--- src/rtl/hazard_ctrl.sv ---
// hazard_ctrl: load-use/branch/mem-wait hazard control for the 5-stage MIPS pipe.
// Define STALL_CNT_EN to build the stall/flush performance counters.
module hazard_ctrl #(
  parameter int MAX_WAIT = 16,
  parameter int CNT_W    = 16
) (
  input  logic             clk,
  input  logic             rst_n,
  input  logic [4:0]       ifid_rs_i,
  input  logic [4:0]       ifid_rt_i,
  input  logic             ifid_uses_rt_i,
  input  logic [7:0]       ctrl_i,
  input  logic             idex_memread_i,
  input  logic [4:0]       idex_rt_i,
  input  logic             branch_taken_i,
  input  logic             jump_i,
  input  logic             dmem_busy_i,
  output logic [7:0]       ctrl_o,
  output logic             pc_write_o,
  output logic             ifid_write_o,
  output logic             ifid_flush_o,
  output logic             pipe_hold_o,
  output logic             timeout_o,
  output logic [CNT_W-1:0] stall_cnt_o,
  output logic [CNT_W-1:0] flush_cnt_o
);
  typedef enum logic [1:0] {INIT, RUN, LU_STALL, MEM_WAIT} state_t;
  localparam logic [7:0] MAX_W = 8'(MAX_WAIT);
  state_t     state_q, state_d;
  logic [7:0] wait_q, wait_d;
  logic       timeout_q, timeout_d;
  logic       init, lu;
  assign init = state_q == INIT;
  assign lu = idex_memread_i && idex_rt_i != 5'd0 &&
              (idex_rt_i == ifid_rs_i || (ifid_uses_rt_i && idex_rt_i == ifid_rt_i));
  assign timeout_o = timeout_q;
  // Every non-INIT state shares the RUN priority; states only differ in wait counting.
  always_comb begin
    pc_write_o   = !init && !dmem_busy_i && !lu;
    ifid_write_o = pc_write_o;
    pipe_hold_o  = !init && dmem_busy_i;
    ifid_flush_o = init || (!dmem_busy_i && !lu && (branch_taken_i || jump_i));
    ctrl_o       = (init || (!dmem_busy_i && lu)) ? 8'h00 : ctrl_i;
    state_d      = init ? RUN : dmem_busy_i ? MEM_WAIT : lu ? LU_STALL : RUN;
    wait_d       = (init || !dmem_busy_i) ? 8'd0 :
                   state_q != MEM_WAIT ? 8'd1 :
                   wait_q == MAX_W ? wait_q : wait_q + 8'd1;
    timeout_d    = timeout_q || wait_d == MAX_W;
  end
  always_ff @(posedge clk) begin
    if (!rst_n) begin
      state_q   <= INIT;
      wait_q    <= 8'd0;
      timeout_q <= 1'b0;
    end else begin
      state_q   <= state_d;
      wait_q    <= wait_d;
      timeout_q <= timeout_d;
    end
  end
`ifdef STALL_CNT_EN
  logic [CNT_W-1:0] stall_q, flush_q;
  always_ff @(posedge clk) begin
    if (!rst_n) begin
      stall_q <= '0;
      flush_q <= '0;
    end else begin
      stall_q <= stall_q + CNT_W'(!init && !pc_write_o);
      flush_q <= flush_q + CNT_W'(!init && ifid_flush_o);
    end
  end
  assign stall_cnt_o = stall_q;
  assign flush_cnt_o = flush_q;
`else
  assign stall_cnt_o = '0;
  assign flush_cnt_o = '0;
`endif
endmodule

--- config.mk ---
export PLATFORM = sky130hd
export DESIGN_NAME = hazard_ctrl
export DESIGN_NICKNAME = d
export VERILOG_FILES = /design/src/rtl/hazard_ctrl.sv
export SDC_FILE = /design/constraint.sdc
export NUM_CORES = 1
export LEC_CHECK = 0
export CAP_MARGIN = 10
export CORE_MARGIN = 8
export CORE_UTILIZATION = 34
export DETAILED_ROUTE_END_ITERATION = 16
export PLACE_DENSITY = 0.87
export SYNTH_ARGS = -nofsm -noshare
export SYNTH_HDL_FRONTEND = slang
export SYNTH_SLANG_ARGS = --single-unit
--- constraint.sdc ---
create_clock -name clk -period 3.2 [get_ports clk]
set_clock_uncertainty 0.15 [all_clocks]
set_input_delay 0.96 -clock clk [delete_from_list [all_inputs] [get_ports clk]]
set_output_delay 0.96 -clock clk [all_outputs]
set_load 0.05 [all_outputs]
# Yosys cells after proc, flatten, opt, wreduce, memory -nomap -nowiden
# Cells that the tools add are included.
word_totals:
  register_bits: 11
  latch_bits: 0
  ram_bits: 0
  romBits: 0
  in_bits: 30
  mem_count: 0
classes:
  addsub: 1
  mul: 0
  div: 0
  magnitude_cmp: 0
  eq_ne: 5
  n_shift: 0
  muxes: 7
  n_bitwise: 1
  n_reduce_logical: 21
op_table:
  columns: ["operator", "count"]
  rows:
  - ["$mux W8", 4]
  - ["$eq A8 B5 Y1 const B", 2]
  - ["$eq A5 B5 Y1", 2]
  - ["$logic_and A1 B1 Y1", 9]
  - ["$add A8 B1 Y8 const B", 1]
  - ["$logic_or A1 B1 Y1", 6]
  - ["$reduce_bool A5 Y1", 1]
  - ["$mux W2", 2]
  - ["$logic_not A1 Y1", 3]
  - ["$logic_not A2 Y1", 1]
  - ["$ne A2 B2 Y1 const B", 1]
  - ["$reduce_or A2 Y1", 1]
  - ["$mux W1", 1]
  - ["$not A1 Y1", 1]

# Longest topological paths before layout
# Gate-level depths: netlist (run 1).
depth:
  depth_word: 8
  ltp_mapped: 6
  ltp_nobuf: 6

# Worst setup path before layout (run 1)
# No wires, ideal clock.
synth_timing:
  path_kind: "input-to-output"
  startpoint: "input port idex_rt_i[1]"
  endpoint: "output port pc_write_o"
  arrival_ns: 2.865
  t_required_ns: 2.090
  slack_ns: -0.775
  cell_stages: 5
  path_buffers: 1
  path_cell_list: "or4_1 -> o21ai_1 -> o21ai_0 -> nor2_1 -> buf_4"
synth_via:
  elab_chain_len: 6
  elab_cells_between_ends: 9
synth_rtl:
  columns: ["element", "line_no", "text"]
  rows:
  - ["from (decl)", "14", "input logic [4:0] idex_rt_i,"]
  - ["$eq A5 B5 Y1", "35", "(idex_rt_i == ifid_rs_i || (ifid_uses_rt_i && idex_rt_i == ifid_rt_i));"]
  - ["$logic_and A1 B1 Y1", "35", null]
  - ["$logic_or A1 B1 Y1", "35", null]
  - ["$logic_and A1 B1 Y1 (*)", "34", "assign lu = idex_memread_i && idex_rt_i != 5'd0 &&"]
  - ["$logic_not A1 Y1 (*)", "39", "pc_write_o = !init && !dmem_busy_i && !lu;"]
  - ["$logic_and A1 B1 Y1 (*)", "39", null]
  - ["to (decl)", "19", "output logic pc_write_o,"]
# Mark *: on every way between the ends. The rest lies on a longest branch, timed or not.

# Worst setup path after layout (run 1)
layout_timing:
  startpoint: "input port ifid_rt_i[0]"
  endpoint: "output port ctrl_o[1]"
layout_via:
  elab_chain_len: 7
layout_rtl:
  columns: ["element", "line_no", "text"]
  rows:
  - ["from (decl)", "10", "input logic [4:0] ifid_rt_i,"]
  - ["$eq A5 B5 Y1", "35", null]
  - ["$logic_and A1 B1 Y1", "35", null]
  - ["$logic_or A1 B1 Y1", "35", null]
  - ["$logic_and A1 B1 Y1", "34", null]
  - ["$logic_and A1 B1 Y1", "43", "ctrl_o = (init || (!dmem_busy_i && lu)) ? 8'h00 : ctrl_i;"]
  - ["$logic_or A1 B1 Y1", "43", null]
  - ["$mux W8", "43", null]
  - ["to (decl)", "18", "output logic [7:0] ctrl_o,"]
# Every way passes these cells.

==> results.md, run 1 <==
* Status: finished, violations left
* Violated checks: setup timing
* Synthesized instance count at 128
* Worst Slack Setup Final at -0.2894 ns
* Hold path startpoint: timeout_o
* Synth Area per Inst at 8.074 µm²
* Post-Layout Cell Count at 211
* Peak ir drop on the vdd network at 0.1304 mV
* Pins Over Slew Limit at 0
* Clock-pin slew on the worst setup and hold paths at 0.07 ns
* PortBufs at 42
* Fraction of layout cells with a size suffix above 1 at 0.2697
* Via density per instance at 4.536
* CP startpoint: ifid_rt_i[0]
* Leak at 0.6820 nW
* Post-synthesis cell area at 0.001033 mm²
* Total track usage at 0.1043
* Reg area at 220.2 µm²
* TritonCTS buffer count at 3
* Cell Rows at 20
* Netlist cell types at 37
* Yosys top cell area share at 0.2397
* Final ANT Viol Nets at 0
* Final worst-path cycle share at 1.090
* Most common cell after layout, fill and taps aside: conb_1
* Final min period at 3.489 ns
* CP arrival at 2.38 ns
* Pin count of the biggest net entering global routing at 9
* Initial Util at 0.3471
* Top-Level Pins at 75
* GRT overflow at 0
* Drt wl/cell at 12.76 µm
* Type of the worst min-delay path: reg -> reg
* Critical Path RT at 2.09 ns
* Crit-path max FO at 8
* Die Y at 71.14 µm
* Iter 0 DRT Violations at 18
* Total Nets Final at 211
* Peak Freq at 286.6 MHz
* Rel. slew slack at 0.6600
* Vias at 957
* CTS hold repair buffers at 0
* Cell Count Post-Placement at 205
* Post-synth EDFFs at 0
* Post-DP HPWL at 2.390 mm
* Commonest cells after routing, fill and taps aside: conb_1 (32), clkdlybuf4s50_1 (15), nor2_1 (14), buf_12 (11), dfxtp_1 (11)
* Clk sinks at 11
* H-tree depth at 1
* Placer Congestion at 0.7655
* CTS tree: yes
* RSZ-0062 raised after global routing: yes
* Area growth syn-to-layout at 55.21%
* Initial antenna violation count at 0
* First-pass GRT wire length at 4.381 mm
* Ys async rst share at 0
* Critical-path top delay cell: o32a_4
* Top FF cell, synth: dfxtp_1
* Reg2reg start: wait_q[0]
* DR DRC count at 0
* Vias in the first global route at 1022
* Die ar. at 0.005060 mm²
* Max Cap Viol at 0
* Critical Path Source Type: input port
* WL final at 2.692 mm
* Synth area leaders: buf_4 (24%), dfxtp_1 (21%), xor2_1 (8.5%)
* Worst-Skew Late Latency at 0.26 ns
* CP peak stage delay at 0.38 ns
* Area of the multi-input gates at 720.7 µm²
* Fill count at 273
* # diodes at 0
* Final setup violating endpoints at 11
* Sequential area share after synthesis at 0.2131
* Total negative setup slack at -2.940 ns
* CP Capture Type: output port
* Number of synthesized register bits at 11
* Pwr dens at 311.2 mW/mm²
* CP Class: in -> out
* Critical-path cell list: buf_6 > xor2_1 > nor4_1 > a32oi_1 > o32a_4 > and2_4 > buf_12
* Die width at 71.14 µm
* Clock buffer depth at 2
* Synth warn at 0
* Least-Margin Pin Slew at 0.5084 ns
* Pre-antenna DRT Iters at 4
* Cell taking the most area after synthesis: buf_4
* Core area at 0.002978 mm²
* CTS root buffer: clkbuf_4
* Endpoints failing hold at 0
## worst paths after layout
| kind | endpoint | slack (ns) | depth (start not counted) |
|---|---|---|---|
| setup / recovery | ctrl_o[1] | -0.29 | 7 |
| hold reg to reg | timeout_o | 0.32 | 2 |
| hold / removal | timeout_o | 0.32 | 2 |
| setup reg to reg | timeout_o | 1.39 | 6 |
## registers in the layout, indices dropped and copies added (netlist names)
name / count
timeout_o: 1
wait_q: 8
state_q: 2
## through the flow
step / hold WS [ns] / util / worst slack (ns) / instance area [µm²] / power (mW)
floorplan: 0.3893 / - / -0.2243 / 1205 / 0.3379
CTS: 0.3216 / 0.5366 / -0.2825 / 1598 / 0.5000
detailed placement: 0.3028 / 0.5223 / -0.7629 / 1555 / 0.4060
global route: 0.3465 / 0.5387 / -0.3383 / 1604 / 0.5217
finish: 0.3206 / 0.5387 / -0.2894 / 1604 / 0.4992
global placement: 0.3016 / 0.5223 / -0.7224 / 1555 / 0.4027
## cell families after synthesis
logic type / after synthesis / synth area share
mux: 1 / 0.009686
fa+ha+maj: 2 / 0.02421
flops: 11 / 0.2131
compound gates: 13 / 0.1090
buf+inv: 39 / 0.2627
other cells: 1 / 0.003628
xor+xnor: 17 / 0.1441
simple gates: 44 / 0.2337
## metal layers
metal  GRT usage  share of wire
met3     0.04944           0.11
met5           0              0
met2      0.2152           0.57
met1     0.08306           0.32
met4     0.02771         0.0052
## report_power, final
group          internal [mW]  total (mW)  switching, mW
sequential             0.139       0.142        0.00359
clock                 0.0482      0.0933         0.0451
combinational         0.0983       0.263          0.165
## what timing repair did
| item | in CTS | in global routing |
|---|---|---|
| gates resized for setup | 50 | 2 |
| setup endpoints to repair | 11 | 12 |
| pin swaps | 18 | 0 |
| setup buffers | 2 | 0 |
## synthesized netlist by cell type (2+ instances only)
library cell	number
xnor2_1	7
dfxtp_1	11
ha_1	2
nand4_1	2
inv_1	5
nand2_1	3
and2_1	8
buf_4	33
nand3_1	4
nor2_1	16
xor2_1	10
nand2b_1	2
## critical path: cells and delay by family
family	cells	cell delay [ns]
XOR/XNOR	1	0.15
buffers and inverters	2	0.23
AND/OR/NAND/NOR	2	0.47
AO/OA/AOI/OAI	2	0.57
## layout make-up
| cell class | instances | area share |
|---|---|---|
| multi-input cells | 109 | 0.4493 |
| repair buffers | 49 | 0.3596 |
| clock buffers | 4 | 0.01638 |
| flip-flops and latches | 11 | 0.1373 |
| well taps | 33 | 0.02574 |
| inverters | 5 | 0.01170 |
Note: power is estimated with default switching activity, not from simulation.
==> run 2: changes to the inputs <==
CORE_ASPECT_RATIO = 0.7   (was unset)
==> run 2 against run 1 <==
The flow still finishes with violations (setup timing); critical path depth is 1 lower; first-iteration DRC count grew 44%; sequential power about the same; critical endpoint is now ctrl_o[3]; non-clock buffer count grew 1.
==> results.md, run 2 (same netlist as run 1, synthesis figures left out) <==
* TritonCTS buffer count at 3 (unchanged)
* Initial Util at 0.3636 (was 0.3471)
* Vias at 939 (was 957)
* Commonest cells after routing, fill and taps aside: conb_1 (32), clkdlybuf4s50_1 (16), nor2_1 (14), dfxtp_1 (11), buf_12 (10) (was conb_1 (32), clkdlybuf4s50_1 (15), nor2_1 (14), buf_12 (11), dfxtp_1 (11))
* Finished Cell Area at 0.001665 mm² (was 0.001604 mm²)
* CP arrival at 2.38 ns (about the same)
* Worst-Skew Late Latency at 0.24 ns (was 0.26 ns)
* Status: finished, violations left (unchanged)
* Fraction of layout cells with a size suffix above 1 at 0.2961 (was 0.2697)
* Crit-path max FO at 8 (unchanged)
* Fill count at 262 (was 273)
* Pre-antenna DRT Iters at 4 (unchanged)
* Total negative setup slack at -3.088 ns (was -2.940 ns)
* Area of the multi-input gates at 747.0 µm² (was 720.7 µm²)
* Placed cell area at 0.001562 mm² (was 0.001555 mm²)
* Met2 GRT Util at 0.2114 (was 0.2152)
* Total Nets Final at 212 (was 211)
* Initial antenna violation count at 0 (unchanged)
* Critical Path RT at 2.09 ns (about the same)
* Pins Over Slew Limit at 0 (unchanged)
* First-pass GRT wire length at 4.692 mm (was 4.381 mm)
* Post-Layout Cell Count at 215 (was 211)
* Vias in the first global route at 987 (was 1022)
* RSZ-0062 raised after global routing: yes (unchanged)
* Total track usage at 0.1140 (was 0.1043)
* Worst Slack Setup Final at -0.2851 ns (was -0.2894 ns)
* Final setup violating endpoints at 11 (unchanged)
* # diodes at 0 (unchanged)
* CTS hold repair buffers at 0 (unchanged)
* Final worst-path cycle share at 1.089 (was 1.090)
* Post-DP HPWL at 2.487 mm (was 2.390 mm)
* Clock buffer depth at 2 (unchanged)
* Rel. slew slack at 0.6677 (was 0.6600)
* Die Y at 62.13 µm (was 71.14 µm)
* DR DRC count at 0 (unchanged)
* Peak Freq at 286.9 MHz (was 286.6 MHz)
* Critical Path Source Type: input port (unchanged)
* Critical-path top delay cell: clkdlybuf4s50_1 (was o32a_4)
* Leak at 0.7017 nW (was 0.6820 nW)
* Iter 0 DRT Violations at 26 (was 18)
* Final ANT Viol Nets at 0 (unchanged)
* GRT overflow at 0 (unchanged)
* Pwr dens at 330.1 mW/mm² (was 311.2 mW/mm²)
* Max Cap Viol at 0 (unchanged)
* Max reg flops at 8 (unchanged)
* H-tree depth at 1 (unchanged)
* Peak ir drop on the vdd network at 0.1758 mV (was 0.1304 mV)
* Via density per instance at 4.367 (was 4.536)
* CTS root buffer: clkbuf_8 (was clkbuf_4)
* CP peak stage delay at 0.47 ns (was 0.38 ns)
* WL final at 2.948 mm (was 2.692 mm)
* GR met3 Demand/Resource at 0.02874 (was 0.04944)
* Endpoints failing hold at 0 (unchanged)
* CP Class: in -> out (unchanged)
* Most flops, register: wait_q (unchanged)
* Pin count of the biggest net entering global routing at 9 (unchanged)
* Most common cell after layout, fill and taps aside: conb_1 (unchanged)
* Top-Level Pins at 75 (unchanged)
* Final min period at 3.485 ns (was 3.489 ns)
* Reg area at 220.2 µm² (unchanged)
* CTS tree: yes (unchanged)
* Drt wl/cell at 13.71 µm (was 12.76 µm)
* GR peak layer: met2 (unchanged)
* Critical-path cell list: clkdlybuf4s50_1 > xnor2_1 > a32oi_2 > o32a_4 > and2_4 > buf_12 (was buf_6 > xor2_1 > nor4_1 > a32oi_1 > o32a_4 > and2_4 > buf_12)
* Cell Count Post-Placement at 210 (was 205)
* Die ar. at 0.005088 mm² (was 0.005060 mm²)
* Die width at 81.90 µm (was 71.14 µm)
* Area growth syn-to-layout at 61.14% (was 55.21%)
* CP Capture Type: output port (unchanged)
* Placer Congestion at 0.8442 (was 0.7655)
* Core area at 0.002843 mm² (was 0.002978 mm²)
* Clock-pin slew on the worst setup and hold paths at 0.05 ns (was 0.07 ns)
* Violated checks: setup timing (unchanged)
* PortBufs at 42 (unchanged)
* Least-Margin Pin Slew at 0.4968 ns (was 0.5084 ns)
* Clk sinks at 11 (unchanged)
* Cell Rows at 16 (was 20)
* Type of the worst min-delay path: reg -> reg (unchanged)
* GR met1 Demand/Resource at 0.1238 (was 0.08306)
-- run 2: changes by cell type in the layout (fill, tap and decap cells not counted), sizes merged --
| cell | change |
|---|---|
| buf | +1 |
| clkdlybuf4s50 | +1 |
| dlygate4sd2 | -1 |
-- run 2: where the power goes --
group | switching [mW] | internal [mW] | total, mW
combinational | 0.169 | 0.101 | 0.270
sequential | 0.00401 | 0.139 | 0.143
clock | 0.0490 | 0.0872 | 0.136
-- run 2: final cells by class --
type,instances,share of cell area
clock buffers,4,0.02705
multi-input cells,109,0.4485
well taps,36,0.02705
repair buffers,50,0.3539
inverters,5,0.01127
flip-flops and latches,11,0.1322
-- run 2: stage by stage --
step | worst slack [ns] | power, mW | utilization | hold slack (ns)
after floorplan | -0.2243 | 0.3379 | - | 0.3893
final | -0.2851 | 0.5497 | 0.5858 | 0.3364
after detailed placement | -0.7801 | 0.4052 | 0.5493 | 0.3197
after CTS | -0.3830 | 0.5466 | 0.5731 | 0.3425
after global routing | -0.3405 | 0.5723 | 0.5858 | 0.3698
after global placement | -0.7246 | 0.4023 | 0.5493 | 0.3053
-- run 2: path summary, 6_finish.rpt --
kind | start | end | slack (ns) | cells after the start
setup / recovery | ifid_rt_i[1] | ctrl_o[3] | -0.29 | 6
hold / removal | timeout_o | timeout_o | 0.34 | 2
setup reg to reg | wait_q[0] | timeout_o | 1.28 | 6
hold reg to reg | timeout_o | timeout_o | 0.34 | 2
-- run 2: routing by layer --
metal | share of wire | vias up
met5 | 0 | -
met4 | 0.0088 | 0
met3 | 0.076 | 4
met2 | 0.55 | 40
met1 | 0.36 | 431
li1 | - | 464
-- run 2: timing repair --
item                                    in CTS  in global routing
pin swaps                                   18                  7
gates resized for setup                     48                 10
endpoints found under the setup margin      11                 12
endpoints found under the hold margin        0                  0
setup buffers                                1                  0
-- run 2: worst max-delay path, delay by kind of cell --
kind	cells	cell delay [ns]
AOI/OAI and AO/OA	2	0.51
xor gates and xnor gates	1	0.13
buffers and inverters	2	0.61
and+or+nand+nor	1	0.16
==> variant: new RTL, flow settings as in run 1 <==
The 4 states of `state_t` get a one-hot encoding in 4 bits.
--- a/src/rtl/hazard_ctrl.sv
+++ b/src/rtl/hazard_ctrl.sv
@@ -26,3 +26,3 @@
 );
-  typedef enum logic [1:0] {INIT, RUN, LU_STALL, MEM_WAIT} state_t;
+  typedef enum logic [3:0] {INIT = 4'b0001, RUN = 4'b0010, LU_STALL = 4'b0100, MEM_WAIT = 4'b1000} state_t;
   localparam logic [7:0] MAX_W = 8'(MAX_WAIT);
Formal check against the unedited RTL: same outputs for any inputs over 10 cycles, from zero or initial values and one cycle with rst_n low; not proved beyond that.
==> variant against run 1 <==
- total power is 13% higher
- non-clock buffer count is 1 lower
- via count is 0.73% higher
- area after synthesis is 4.6% higher
- die area is 3.5% higher
- sequential cell count is 2 higher
- routed wire length is 16% higher
- fmax is 1.5% lower
- design area is 5.3% higher
- the run still ends with negative setup slack left
- hold slack better by 27 ps
- setup slack worse by 52 ps
- cell count is 5.2% higher
- sequential power is 19% higher
- highest routed layer unchanged
==> variant: results (changes against run 1) <==
metric,value,unit,change
cp_slowest_cell,or4_4,,was o32a_4
clock_area_frac,0.0156,,was 0.0164
dp_hpwl,2670,um,was 2390 um
seq_cell_count,13,,was 11
wl_met3,125,um,was 290 um
met2_usage,0.257,,was 0.215
cts_setup_buffers,0,,was 2
avgSynthCellArea,8.45,um2,was 8.07 um2
buf_share,0.353,,was 0.360
netlist-cell-type-count,32,,was 37
met1_length,999,um,was 855 um
wl_met2,1960,um,was 1530 um
power_leakage,0.773,nW,was 0.682 nW
status,"complete, but fails checks",,unchanged
drive_gt1_frac,0.253,,was 0.270
synth_compound_area_frac,0.0787,,was 0.109
first_pass_iters,5,,was 4
multi_input_gates,108,,was 109
arrival,2430,ps,was 2380 ps
gr-usage-all-layers,0.115,,was 0.104
setup_ws,-341,ps,was -289 ps
layout.cells.non_filler,222,,was 211
seq_share,0.154,,was 0.137
utilization,0.558,,was 0.539
grt_pass1_wl,4760,um,was 4380 um
setup_violations,11,,unchanged
multiInputGateArea,732,um2,was 721 um2
vdd_ir_drop_max,116,uV,was 130 uV
fillerInstances,264,,was 273
drtIter0Drc,24,,was 18
use_met3,0.0193,,was 0.0494
ys_seq_area_frac,0.241,,was 0.213
critical_path.max_stage_delay,540,ps,was 380 ps
use_met1,0.0987,,was 0.0831
post_synth_main_area_contributors,"dfxtp_1, buf_4, xnor2_1",,"was buf_4, dfxtp_1, xor2_1"
synth-adder-area-share,0.0231,,was 0.0242
place.gp.congestion,0.903,,was 0.766
dp_slack,-693,ps,was -763 ps
routed_wl,3120,um,was 2690 um
final.setup.tns,-3580,ps,was -2940 ps
violations,negative setup slack,,unchanged
vias,964,,was 957
grt_pass1_vias,1021,,was 1022
synth_common_cells,"buf_4, dfxtp_1, xnor2_1",,"was buf_4, nor2_1, dfxtp_1"
nWellTaps,44,,was 33
synthMuxAreaShare,0.0185,,was 0.00969
-- variant: path summary, 6_finish.rpt --
path                            cells after the start          from        end  slack [ps]
worst min register to register                      2     timeout_o  timeout_o         350
worst max-delay path                                6  idex_rt_i[4]  ctrl_o[6]        -340
worst max register to register                      6     wait_q[0]  timeout_o        1480
worst min-delay path                                2     timeout_o  timeout_o         350
-- variant: what timing repair did --
item	4_1_cts	5_1_grt
gates resized for setup	19	13
pin swaps	12	19
hold endpoints to repair	0	0
setup endpoints to repair	11	12
-- variant: power groups by stage --
stage	sequential (mW)	clock (mW)	combinational (mW)
finish	0.169	0.0969	0.296
global route	0.170	0.108	0.308
CTS	0.169	0.0981	0.293
detailed placement	0.173	0	0.292
global placement	0.173	0	0.288
floorplan	0.172	0	0.212
-- variant: worst register-to-register path, cell delays in order, from the launching register on --
cell	delay [ps]
dfxtp_1	430
inv_1	100
ha_1	200
nand4b_1	210
mux2i_1	280
o2111ai_1	130
o21ai_1	150
